File: src/rtl/sdram_arbit.sv
// Central SDRAM command-bus scheduler: init hand-off, refresh timer and ref/write/read arbitration.
// Define SDRAM_RD_FIRST_EN to favour reads over writes; refresh always wins.
module sdram_arbit #(
   parameter int unsigned CNT_REF = 780,
   parameter logic [3:0]  NOP_CMD = 4'b0111
) (
   input  logic        clk,
   input  logic        rst_n,
   input  logic [3:0]  init_cmd,
   input  logic [11:0] init_addr,
   input  logic        flag_init_end,
   input  logic [3:0]  aref_cmd,
   input  logic [11:0] aref_addr,
   input  logic        aref_end,
   input  logic        wr_req,
   input  logic [3:0]  wr_cmd,
   input  logic [11:0] wr_addr,
   input  logic [1:0]  wr_ba,
   input  logic        wr_end,
   input  logic        rd_req,
   input  logic [3:0]  rd_cmd,
   input  logic [11:0] rd_addr,
   input  logic [1:0]  rd_ba,
   input  logic        rd_end,
   output logic        aref_en,
   output logic        wr_en,
   output logic        rd_en,
   output logic        ref_req,
   output logic        ref_ovf,
   output logic [3:0]  sdram_cmd,
   output logic [11:0] sdram_addr,
   output logic [1:0]  sdram_ba
);

   // One-hot so each grant is a single flop output and cannot glitch.
   localparam logic [4:0] StInit  = 5'b00001;
   localparam logic [4:0] StArbit = 5'b00010;
   localparam logic [4:0] StAref  = 5'b00100;
   localparam logic [4:0] StWrite = 5'b01000;
   localparam logic [4:0] StRead  = 5'b10000;

   localparam logic [15:0] CntLast = 16'(CNT_REF - 1);

   logic [4:0]  state_q, state_d;
   logic [15:0] cnt_q, cnt_d;
   logic        ref_req_q, ref_req_d;
   logic        ref_ovf_q, ref_ovf_d;
   logic        cnt_wrap;
   logic        aref_entry;

   always_comb begin
      cnt_wrap = 1'b0;
      cnt_d    = cnt_q + 16'd1;
      if (state_q == StInit) begin
         cnt_d = '0;
      end else if (cnt_q == CntLast) begin
         cnt_d    = '0;
         cnt_wrap = 1'b1;
      end
   end

   assign aref_entry = (state_q == StArbit) && ref_req_q;

   // A wrap on the entry edge re-arms the request instead of flagging overflow.
   always_comb begin
      ref_req_d = ref_req_q;
      ref_ovf_d = ref_ovf_q;
      if (cnt_wrap) begin
         ref_req_d = 1'b1;
         if (ref_req_q && !aref_entry) begin
            ref_ovf_d = 1'b1;
         end
      end else if (aref_entry) begin
         ref_req_d = 1'b0;
      end
   end

   always_comb begin
      state_d = state_q;
      unique case (state_q)
         StInit: begin
            if (flag_init_end) begin
               state_d = StArbit;
            end
         end
         StArbit: begin
            if (ref_req_q) begin
               state_d = StAref;
`ifdef SDRAM_RD_FIRST_EN
            end else if (rd_req) begin
               state_d = StRead;
            end else if (wr_req) begin
               state_d = StWrite;
`else
            end else if (wr_req) begin
               state_d = StWrite;
            end else if (rd_req) begin
               state_d = StRead;
`endif
            end
         end
         StAref: begin
            if (aref_end) begin
               state_d = StArbit;
            end
         end
         StWrite: begin
            if (wr_end) begin
               state_d = StArbit;
            end
         end
         StRead: begin
            if (rd_end) begin
               state_d = StArbit;
            end
         end
         default: state_d = StInit;
      endcase
   end

   always_ff @(posedge clk or negedge rst_n) begin
      if (!rst_n) begin
         state_q   <= StInit;
         cnt_q     <= '0;
         ref_req_q <= 1'b0;
         ref_ovf_q <= 1'b0;
      end else begin
         state_q   <= state_d;
         cnt_q     <= cnt_d;
         ref_req_q <= ref_req_d;
         ref_ovf_q <= ref_ovf_d;
      end
   end

   assign aref_en = state_q[2];
   assign wr_en   = state_q[3];
   assign rd_en   = state_q[4];
   assign ref_req = ref_req_q;
   assign ref_ovf = ref_ovf_q;

   always_comb begin
      sdram_cmd  = NOP_CMD;
      sdram_addr = '0;
      sdram_ba   = '0;
      unique case (state_q)
         StInit: begin
            sdram_cmd  = init_cmd;
            sdram_addr = init_addr;
         end
         StArbit: begin
            sdram_cmd  = NOP_CMD;
         end
         StAref: begin
            sdram_cmd  = aref_cmd;
            sdram_addr = aref_addr;
         end
         StWrite: begin
            sdram_cmd  = wr_cmd;
            sdram_addr = wr_addr;
            sdram_ba   = wr_ba;
         end
         StRead: begin
            sdram_cmd  = rd_cmd;
            sdram_addr = rd_addr;
            sdram_ba   = rd_ba;
         end
         default: begin
            sdram_cmd  = NOP_CMD;
         end
      endcase
   end

`ifndef SYNTHESIS
   state_onehot_a : assert property (@(posedge clk) disable iff (!rst_n) $onehot(state_q));
   cnt_range_a    : assert property (@(posedge clk) disable iff (!rst_n) cnt_q <= CntLast);
`endif

endmodule

File: config.mk
export PLATFORM = sky130hd
export DESIGN_NAME = sdram_arbit
export DESIGN_NICKNAME = d
export VERILOG_FILES = /design/src/rtl/sdram_arbit.sv
export SDC_FILE = /design/constraint.sdc
export NUM_CORES = 1
export LEC_CHECK = 0
export ABC_AREA = 1
export CORE_MARGIN = 2
export CORE_UTILIZATION = 41
export DETAILED_ROUTE_END_ITERATION = 7
export PLACE_DENSITY = 0.88
export SLEW_MARGIN = 20
export SYNTH_ARGS = -nofsm -noshare
export SYNTH_HDL_FRONTEND = slang
export SYNTH_SLANG_ARGS = --single-unit
File: constraint.sdc
create_clock -name clk -period 1.85 [get_ports clk]
set_input_delay 0.37 -clock clk [delete_from_list [all_inputs] [get_ports clk]]
set_output_delay 0.37 -clock clk [all_outputs]
set_load 0.02 [all_outputs]
# Yosys cells after proc, flatten, opt, wreduce, memory -nomap -nowiden
# Cells that the tools add are included.
dict set report op_classes {
  muxes 17
  magnitude_cmp 0
  multipliers 0
  bitwise 0
  add_sub_neg 1
  shifts 0
  eq_ne 11
  div_mod_pow 0
  reduce_logical 6
}
# op count
set op_table {}
lappend op_table {{case mux 12 bit (4 select lines)} 1}
lappend op_table {{two-way mux 5 bit} 7}
lappend op_table {{two-way mux 16 bit} 2}
lappend op_table {{case mux 5 bit (5 select lines)} 1}
lappend op_table {{adder 16 x 1 -> 16 bit (second input constant)} 1}
lappend op_table {{equality test 16 x 10 -> 1 bit (second input constant)} 1}
lappend op_table {{case mux 4 bit (4 select lines)} 1}
lappend op_table {{!= test 2 bit (second input constant)} 4}
lappend op_table {{equality test 5 x 1 -> 1 bit (second input constant)} 1}
lappend op_table {{equality test 5 x 2 -> 1 bit (second input constant)} 1}
lappend op_table {{equality test 5 x 3 -> 1 bit (second input constant)} 1}
lappend op_table {{equality test 5 x 4 -> 1 bit (second input constant)} 1}
lappend op_table {{equality test 5 bit (second input constant)} 1}
lappend op_table {{AND reduction 5 bit} 1}
lappend op_table {{two-way mux 1 bit} 4}
lappend op_table {{!= test 4 bit (second input constant)} 1}
lappend op_table {{case mux 2 bit (2 select lines)} 1}
lappend op_table {{logical AND 1 bit} 2}
lappend op_table {{AND reduction 2 bit} 1}
lappend op_table {{nonzero test 2 bit} 1}
lappend op_table {{logical NOT 1 bit} 1}
dict set report totals {
  rom_bits 0
  ramBits 0
  ff_bits 23
  mem_count 0
  input_bits 76
  word_cells 39
  output_inout_bits 23
  latch_bits 0
}

# Longest topological paths before layout
# Gate-level depths: netlist (run 1).
dict set report logic_depth {
  word_depth 5
  mapped_depth 8
  depth_no_buf 8
}

# Worst setup path after synthesis (run 1)
# Ideal clock, no wire load.
dict set report synth_timing {
  path_type {register to output}
  startpoint {register state_q[2]}
  endpoint {output sdram_addr[0]}
  t_arrival_ns 1.498
  path_slack_ns -0.018
  stages_incl_launch_ff 6
  n_path_buf 2
  cell_sequence {dfrtp_1 buf_4 nor2_8 nand3_4 buf_2 o2111ai_1}
}
dict set report synth_between {
  elab_chain_cells 2
}
# element line_no
set synth_lines {}
lappend synth_lines {{start: declaration} 44} ;# logic [4:0] state_q, state_d;
lappend synth_lines {{start signal: assignment} 123} ;# state_q <= StInit;
lappend synth_lines {{start signal: assignment} 128} ;# state_q <= state_d;
lappend synth_lines {{equality test 5 bit, or another cell as far along} 145} ;# unique case (state_q)
lappend synth_lines {{case mux 12 bit (4 select lines) (*)} 145}
lappend synth_lines {{end: declaration} 31} ;# output logic [11:0] sdram_addr,
# Mark *: on every way between the ends. The rest lies on a longest branch, timed or not.

# Worst setup path in the final report (run 1)
dict set report layout_timing {
  startpoint {register state_q[0]}
  endpoint {output sdram_addr[8]}
}
# Same word-level chain as after synthesis.

==> impl_metrics.yaml, run 1 <==
setup_path:
  worstPathRequired_ps: 1480
  cp_slowest_cell: "dfstp_2"
  crit_type: "flip-flop to output pin"
  cp-start-kind: "flip-flop"
  worstPathArrival_ps: 1810
  cp_cell_sequence: "inv_2, nor2_4, nand3_4, inv_6, buf_4, nand2_2, o2111ai_2, buf_6"
  cp_max_fo: 8
  worstSetupEndpointType: "output pin"
  cpPeakStageDelay_ps: 600
clock_network:
  cts_htree_levels: 1
  clk_latency_ps: 270
  clkTransAtPathRegs_ps: 80
  cts_inserted_buffers: 3
  clock_path_buffers: 2
  clock-root-buffer: "clkbuf_8"
  clock_sinks: 23
  cts_tree: "yes"
  hold_buffers: 0
run:
  cap_violations: 0
synthesis:
  synth_enable_flop_cells: 0
  synth-adder-area-share: 0.00637
  netlist.area_leader.share: 0.280
  ys.flop_type: "dfrtp_1"
  synthesis.area_um2: 1970
  synth_top_area_cell: "dfrtp_1"
  synth_cell_types: 33
  ys_seq_elements: 23
  synth_cells: 287
  synthArstFlopShare: 1.00
  yosys_warnings: 0
  ys_seq_area_frac: 0.293
  synth_commonest_cells: "inv_1, nand2_1, nand4_1"
  synthTopCellsByArea: "dfrtp_1, nand4_1, inv_1"
  synth_fp_nets: 364
  avgSynthCellArea_um2: 6.85
  synthSimpleGateAreaFrac: 0.412
  synth_mux_area_frac: 0
  synth-compound-area-share: 0.122
  synth_most_common_cell: "inv_1"
  synthXorXnorAreaFrac: 0.0134
  synth_top_family_by_area: "simple AND/OR/NAND/NOR gates"
floorplanning:
  start_util: 0.422
  dieHeight_um: 73.2
  core_area_um2: 4660
  pin_count: 99
  dieArea_um2: 5360
  dieWidth_um: 73.2
  num_rows: 25
grt:
  grt_max_degree: 27
  grtUsageMet2: 0.481
  grt_busiest_layer: "met2"
  grtUsageMet1: 0.352
  grt_pass1_vias: 2453
  gr-total-overflow: 0
  grtUsageTotal: 0.278
  grt_pass1_wl_mm: 11.9
  antenna_found_initial: 0
  grt_use_met3: 0.0456
finish:
  drive_above_1_share: 0.274
  area_growth_pct: 78.7
  nets: 491
  n_antenna_cell: 0
run_status:
  outcome: "finished with violations"
  violations: "setup timing"
sta:
  rsz0062_at_grt: "true"
  finalMaxSlewViolations: 0
  fin_skew_ps: 3.76
  hold_viol_final: 0
  fin_crit_sh: 1.18
  slew_headroom: 0.765
  setup_tns_ps: -4900
  fin_crit_ps: 2180
  max_freq_ghz: 0.459
  tightest_slew_ps: 350
  setup_slack_ps: -329
  setup_viol: 18
pwr:
  ir_worst_vdd_mv: 0.742
  clkPwrFrac: 0.087
  finalPower_uw: 3640
  powerDensity_nw_per_um2: 1040
  pwr-share-seq: 0.186
  power_frac_comb: 0.728
  internal_power_uw: 1980
  p_switching_uw: 1660
  power_leakage_uw: 0.00171
  swShare: 0.455
hold_path:
  min_path_type: "input pin to asynchronous set/reset pin"
placement:
  routabilityCongestion: 0.917
  dp_hpwl_mm: 5.56
  io_buffers: 98
route:
  wl_per_cell_um: 18.8
  drtIter0Drc: 235
  drt-vias-per-instance: 5.86
  dr_total_vias: 2738
  wl_mm: 8.80
  ant_nets: 0
  drt-pass1-iter-count: 5
  drc: 0
-- final timing paths --
kind,slack (ps),cells past startpoint,to,start
worst max-delay path,-330,8,sdram_addr[8],state_q[0]$_DFFE_PN1P_
worst min-delay path,440,2,cnt_q[3]$_DFF_PN0_,rst_n
max in group asynchronous,1120,2,state_q[0]$_DFFE_PN1P_,rst_n
min in group clk,490,1,ref_ovf$_DFFE_PN0P_,ref_ovf$_DFFE_PN0P_
worst min register to register,490,1,ref_ovf$_DFFE_PN0P_,ref_ovf$_DFFE_PN0P_
worst max register to register,150,7,cnt_q[11]$_DFF_PN0_,state_q[0]$_DFFE_PN1P_
-- per-stage QoR --
stage               instances  worst slack, ps  area [um^2]  utilization  hold WS, ps
CTS                       460             -223         3240        0.695          455
floorplan                 287            -17.9         1970            -         74.4
finish                    467             -329         3510        0.754          444
global route              467             -407         3510        0.754          484
global placement          446             -333         3100        0.666          463
detailed placement        446             -449         3100        0.666          466
-- area by class of cell --
class	instances	area, um^2
clock inverter	1	5.00
inverter	60	233
sequential	23	582
timing repair buffer	132	1310
clock buffer	3	41.3
timing repair inverter	1	8.76
tap	54	67.6
multi-input combinational	193	1270
fill	289	1150
-- power by group through the flow --
stage | registers, uW | logic [uW] | clock network [uW]
floorplan | 655 | 1030 | 0
global placement | 655 | 1820 | 0
detailed placement | 660 | 1850 | 0
CTS | 658 | 2060 | 317
global route | 677 | 2790 | 338
finish | 675 | 2650 | 316
-- metal layers --
layer,up-vias,share of wire
met2,184,0.51
li1,1216,-
met4,0,0.050
met5,-,0
met3,55,0.068
met1,1283,0.37
-- cells in the final DEF (no fill, tap or decap), types with 6 or more instances in the layout --
cell / Yosys / layout
clkdlybuf4s50_1: 0 / 77
inv_1: 54 / 53
nand2_1: 52 / 35
nand4_1: 33 / 33
buf_4: 5 / 31
nor2_1: 28 / 28
dfrtp_1: 22 / 18
buf_6: 1 / 17
nand3_1: 16 / 16
o2111ai_2: 0 / 12
nand2_4: 0 / 10
nor3_1: 9 / 9
nand2_2: 1 / 8
o21ai_1: 6 / 6
-- registers in the layout, summed over array words and instances (netlist names) --
signal / flops
state_q: 5
cnt_q: 16
ref_req: 1
ref_ovf: 1
-- cells by family after synthesis --
group,after synthesis
buffers and inverters,71
and+or+nand+nor,154
xor gates and xnor gates,3
DFF,23
AOI/OAI and AO/OA,35
adders and majority gates,1
-- what timing repair did --
| action | 4_1_cts | 5_1_grt |
|---|---|---|
| endpoints found under the setup margin | 21 | 20 |
| cloned | 1 | 0 |
| setup buffers | 9 | 7 |
| resized for setup | 111 | 51 |
| pin swaps | 7 | 7 |
-- worst max-delay path, delay by kind of cell, from the launching register on --
| family | cells | cell delay (ps) |
|---|---|---|
| flip-flops | 1 | 600 |
| AND/OR/NAND/NOR | 3 | 350 |
| AO/OA/AOI/OAI | 1 | 80 |
| buffers and inverters | 4 | 500 |
Power figures use the tool's default switching activity.
==> run 2: changes to the inputs <==
- CORE_UTILIZATION: 41 -> 35
- PLACE_DENSITY: 0.88 -> unset
- PLACE_DENSITY_LB_ADDON: unset -> 0.3
==> run 2 against run 1 <==
Effect of this change:
- the flow still finishes with violations (setup timing)
- critical path depth rose by 1
- sequential power fell by 2%
- die area rose by 16%
- clock skew rose by 4.5 ps
- global-route usage fell by 5.4 points
- critical path type unchanged
- largest power group unchanged
- highest routed layer unchanged
==> impl_metrics.yaml, run 2 (same netlist as run 1, synthesis figures left out) <==
floorplanning:
  num_rows: 27
  pin_count: 99
  start_util: 0.359
  dieArea_um2: 6230
  core_area_um2: 5470
  dieWidth_um: 78.9
  dieHeight_um: 78.9
sta:
  setup_viol: 18
  fin_skew_ps: 8.24
  hold_viol_final: 0
  slew_headroom: 0.779
  finalMaxSlewViolations: 0
  setup_slack_ps: -142
  rsz0062_at_grt: "true"
  fin_crit_sh: 1.08
  fin_crit_ps: 1990
  whs_ps: 448
  tightest_slew_ps: 329
  max_freq_ghz: 0.502
finish:
  nets: 483
  final_common_cell: "clkdlybuf4s50_1"
  regMostFlops: "cnt_q"
  n_antenna_cell: 0
  largest_reg_flops: 16
  multiInputGateArea_um2: 1190
  drive_above_1_share: 0.217
  layout_common_cells: "clkdlybuf4s50_1, inv_1, nand2_1, nand4_1"
  top_regs: "cnt_q: 16 flops, state_q: 5 flops"
  design_area_um2: 3410
  area_growth_pct: 73.6
  n_fill_cell: 495
  register_area_um2: 582
route:
  drt-vias-per-instance: 5.16
  drtIter0Drc: 108
  wl_mm: 7.64
  drc: 0
  drt-pass1-iter-count: 5
  wl_per_cell_um: 16.0
  dr_total_vias: 2459
  ant_nets: 0
run:
  cap_violations: 0
pwr:
  ir_worst_vdd_mv: 0.750
  powerDensity_nw_per_um2: 983
  power_leakage_uw: 0.00157
placement:
  io_buffers: 98
  routabilityCongestion: 0.894
  dp_hpwl_mm: 5.27
  postPlaceCellArea_um2: 3130
setup_path:
  r2r_cells: 9
  cp_cell_sequence: "inv_2, nor2_4, nand3_4, buf_6, nand2_4, nor2_4, inv_2, nand2_2, buf_6"
  cpPeakStageDelay_ps: 570
  cp_num_buf_inv: 4
  crit_type: "flip-flop to output pin"
  worstSetupEndpointType: "output pin"
  critical-path-top-delay-family: "flip-flops"
  worstPathArrival_ps: 1620
  cp_slowest_cell: "dfstp_2"
  cp_num_cells: 9
  worstPathRequired_ps: 1480
  cp_max_fo: 4
  cp-start-kind: "flip-flop"
grt:
  grtUsageTotal: 0.224
  gr-total-overflow: 0
  grt_pass1_vias: 2267
  antenna_found_initial: 0
  grt_max_degree: 27
  grt_pass1_wl_mm: 11.2
clock_network:
  clkTransAtPathRegs_ps: 80
  clock_path_buffers: 2
  clk_latency_ps: 260
  clock_sinks: 23
  clock-root-buffer: "clkbuf_8"
  cts_htree_levels: 1
  cts_tree: "yes"
  cts_inserted_buffers: 3
run_status:
  violations: "setup timing"
  outcome: "finished with violations"
hold_path:
  min_path_type: "input pin to asynchronous set/reset pin"
==> run 2: final timing paths <==
check | start | endpoint | slack [ps]
max | state_q[0]$_DFFE_PN1P_ | sdram_cmd[1] | -140
max in group asynchronous | rst_n | state_q[0]$_DFFE_PN1P_ | 1110
min | rst_n | cnt_q[2]$_DFF_PN0_ | 450
max reg2reg | state_q[0]$_DFFE_PN1P_ | state_q[0]$_DFFE_PN1P_ | 250
min in group clk | ref_ovf$_DFFE_PN0P_ | ref_ovf$_DFFE_PN0P_ | 480
min reg2reg | ref_ovf$_DFFE_PN0P_ | ref_ovf$_DFFE_PN0P_ | 480
==> run 2: through the flow <==
step | cells | power [uW] | utilization | TNS [ps] | worst slack, ps
floorplan | 287 | 1680 | - | -143 | -17.9
global placement | 463 | 2520 | 0.572 | -6070 | -391
detailed placement | 463 | 2540 | 0.572 | -6630 | -421
CTS | 473 | 3010 | 0.590 | -1950 | -171
global route | 477 | 3550 | 0.623 | -3120 | -214
finish | 477 | 3360 | 0.623 | -1800 | -142
==> run 2: area by class of cell <==
class | count | area share
clock buffers | 4 | 0.0132
inverters | 60 | 0.0697
multi-input cells | 193 | 0.348
flip-flops and latches | 23 | 0.171
well taps | 72 | 0.0264
repair buffers | 125 | 0.372
==> run 2: report_power, final <==
| group | internal (uW) | switching, uW |
|---|---|---|
| Combinational | 1180 | 1210 |
| Sequential | 575 | 85.0 |
| Clock | 154 | 155 |
| Total | 1910 | 1450 |
==> run 2: per-layer routing <==
layer | GRT usage | up-vias | share of wire
met5 | 0 | - | 0
met4 | 0.0517 | 0 | 0.016
met3 | 0.0273 | 12 | 0.060
met2 | 0.378 | 98 | 0.49
met1 | 0.306 | 1149 | 0.43
li1 | - | 1200 | -
==> run 2: repair_timing <==
item                       CTS  global route
gates resized for setup    103            27
gates cloned                 0             2
buffers inserted             6             2
pin swaps                    3            39
setup endpoints to repair   20            18
hold buffers                 0             0
==> run 3: changes to the inputs <==
- CORE_UTILIZATION: 35 -> 45
- DONT_BUFFER_PORTS: unset -> 1
- SLEW_MARGIN: 20 -> unset
==> run 3 against run 2 <==
Effect of this change:
- the run still ends with setup timing left
- global-route usage grew 1.4 points
- largest power group unchanged
- final cell count fell by 21%
- combinational power decreased by 14%
- first-iteration DRC count increased by 70%
- largest cell class is now multi-input gates
- clock-buffer cell count did not move
- worst setup slack lost 45 ps
- total power decreased by 9.5%
- critical path type unchanged
- utilization is 2.1 points lower
- sequential power is essentially flat
==> impl_metrics.yaml, run 3 (same netlist as run 1, synthesis figures left out) <==
sta:
  setup_viol: 19
  fin_crit_ps: 2040
  finalMaxSlewViolations: 0
  setup_slack_ps: -187
  tightest_slew_ps: 1000
  setup_tns_ps: -2620
  slew_headroom: 0.330
  hold_viol_final: 0
  max_freq_ghz: 0.491
  fin_skew_ps: 2.11
  whs_ps: 231
  rsz0062_at_grt: "true"
  fin_crit_sh: 1.10
setup_path:
  cp-start-kind: "flip-flop"
  crit_type: "flip-flop to output pin"
  cpPeakStageDelay_ps: 470
  worstPathArrival_ps: 1670
  r2r_cells: 10
  ff2ff_setup_slack_ps: 0
  critPathCapture: "sdram_addr[10]"
  startpoint: "state_q[1]$_DFFE_PN0P_"
  worstSetupEndpointType: "output pin"
  cp_cell_sequence: "nor2_4, buf_6, nand3_4, o2111ai_1, buf_4"
  r2r_end: "state_q[1]$_DFFE_PN0P_"
  reg2reg_from: "state_q[1]$_DFFE_PN0P_"
  cp_max_fo: 5
  worstPathRequired_ps: 1480
  cp_slowest_cell: "dfrtp_2"
route:
  drtIter0Drc: 184
  drt-vias-per-instance: 6.04
  drc: 0
  wl_mm: 6.32
  ant_nets: 0
  drt-pass1-iter-count: 5
  dr_total_vias: 2284
  wl_per_cell_um: 16.7
clock_network:
  cts_inserted_buffers: 3
  clock_sinks: 23
  clock_path_buffers: 2
  clkTransAtPathRegs_ps: 80
  cts_tree: "yes"
  clk_latency_ps: 270
  clock-root-buffer: "clkbuf_8"
  cts_htree_levels: 1
placement:
  postPlaceCellArea_um2: 2140
  place_inst: 352
  dp_hpwl_mm: 4.06
  io_buffers: 0
  routabilityCongestion: 0.897
grt:
  grt_max_degree: 28
  gr-total-overflow: 0
  antenna_found_initial: 0
  grt_pass1_wl_mm: 9.52
  grtUsageTotal: 0.238
  grt_pass1_vias: 2004
pwr:
  power_leakage_uw: 0.00123
  clkPwrFrac: 0.104
  swShare: 0.489
  finalPower_uw: 3040
  p_switching_uw: 1490
  pwr-share-seq: 0.217
  powerDensity_nw_per_um2: 1170
  ir_worst_vdd_mv: 0.742
  internal_power_uw: 1550
  power_frac_comb: 0.679
finish:
  n_antenna_cell: 0
  regMostFlops: "cnt_q"
  area_growth_pct: 31.6
  fin_cells: 378
  layout_common_cells: "inv_1, nand2_1, buf_4, nand4_1, nor2_1"
  nets: 404
  design_area_um2: 2590
  largest_reg_flops: 16
  drive_above_1_share: 0.307
  final_common_cell: "inv_1"
  top_regs: "cnt_q: 16 flops, state_q: 5 flops"
  n_fill_cell: 382
floorplanning:
  pin_count: 99
  dieWidth_um: 70.1
  core_area_um2: 4290
  dieHeight_um: 70.1
  num_rows: 24
  start_util: 0.458
  dieArea_um2: 4910
run_status:
  outcome: "finished with violations"
  violations: "setup timing"
run:
  cap_violations: 0
hold_path:
  min_path_type: "input pin to flip-flop"
-- run 3: cell types whose count changed in the layout (fill, tap and decap cells not counted), moves of 4 or more --
| cell | change |
|---|---|
| buf_4 | +6 |
| buf_6 | -5 |
| clkdlybuf4s50_1 | -79 |
| nand2_1 | -5 |
| nand2_2 | +4 |
| o22ai_1 | -4 |
-- run 3: what timing repair did --
action,in CTS,in global routing
hold endpoints to repair,23,0
setup endpoints to repair,18,18
pin swaps,8,7
hold buffers,1,0
cloned,4,0
setup buffers,13,4
resized for setup,26,27
-- run 3: routing by layer --
layer  wire, um  global-route usage  share of wire
met1       2530               0.327           0.40
met2       2960               0.369           0.47
met3        545              0.0491          0.086
met4        286              0.0897          0.045
met5          0                   0              0
-- run 3: worst min path at each step --
stage                       from                     end  cells after the start
after floorplan            rst_n      cnt_q[0]$_DFF_PN0_                      0
after global placement     rst_n      cnt_q[0]$_DFF_PN0_                      0
after detailed placement   rst_n      cnt_q[1]$_DFF_PN0_                      0
after CTS                 rd_req  state_q[4]$_DFFE_PN0P_                      2
after global routing      rd_req  state_q[4]$_DFFE_PN0P_                      2
final                     rd_req  state_q[4]$_DFFE_PN0P_                      2
-- run 3: power by group through the flow --
stage,Sequential (uW),Combinational (uW),Clock [uW]
floorplan,655,1030,0
global route,669,2190,349
finish,660,2060,316
global placement,656,1330,0
CTS,653,1840,324
detailed placement,659,1350,0
-- run 3: cell type report --
class,count,area [um^2],area share
multi-input cells,195,1290,0.498
clock buffers,4,45.0,0.0174
flip-flops and latches,23,582,0.225
repair inverters,2,15.0,0.00581
repair buffers,42,357,0.138
inverters,60,235,0.0910
well taps,52,65.1,0.0252
-- run 3: critical path: cells and delay by family, from the launching register on --
kind / cells / cell delay [ps]
AO/OA/AOI/OAI: 1 / 240
buffers and inverters: 2 / 330
flip-flops: 1 / 470
AND/OR/NAND/NOR: 2 / 360
-- run 3: per-stage QoR --
step	setup WS (ps)	utilization
floorplan	-17.9	-
global placement	88.1	0.498
detailed placement	56.4	0.498
CTS	-130	0.566
global route	-232	0.602
finish	-187	0.602
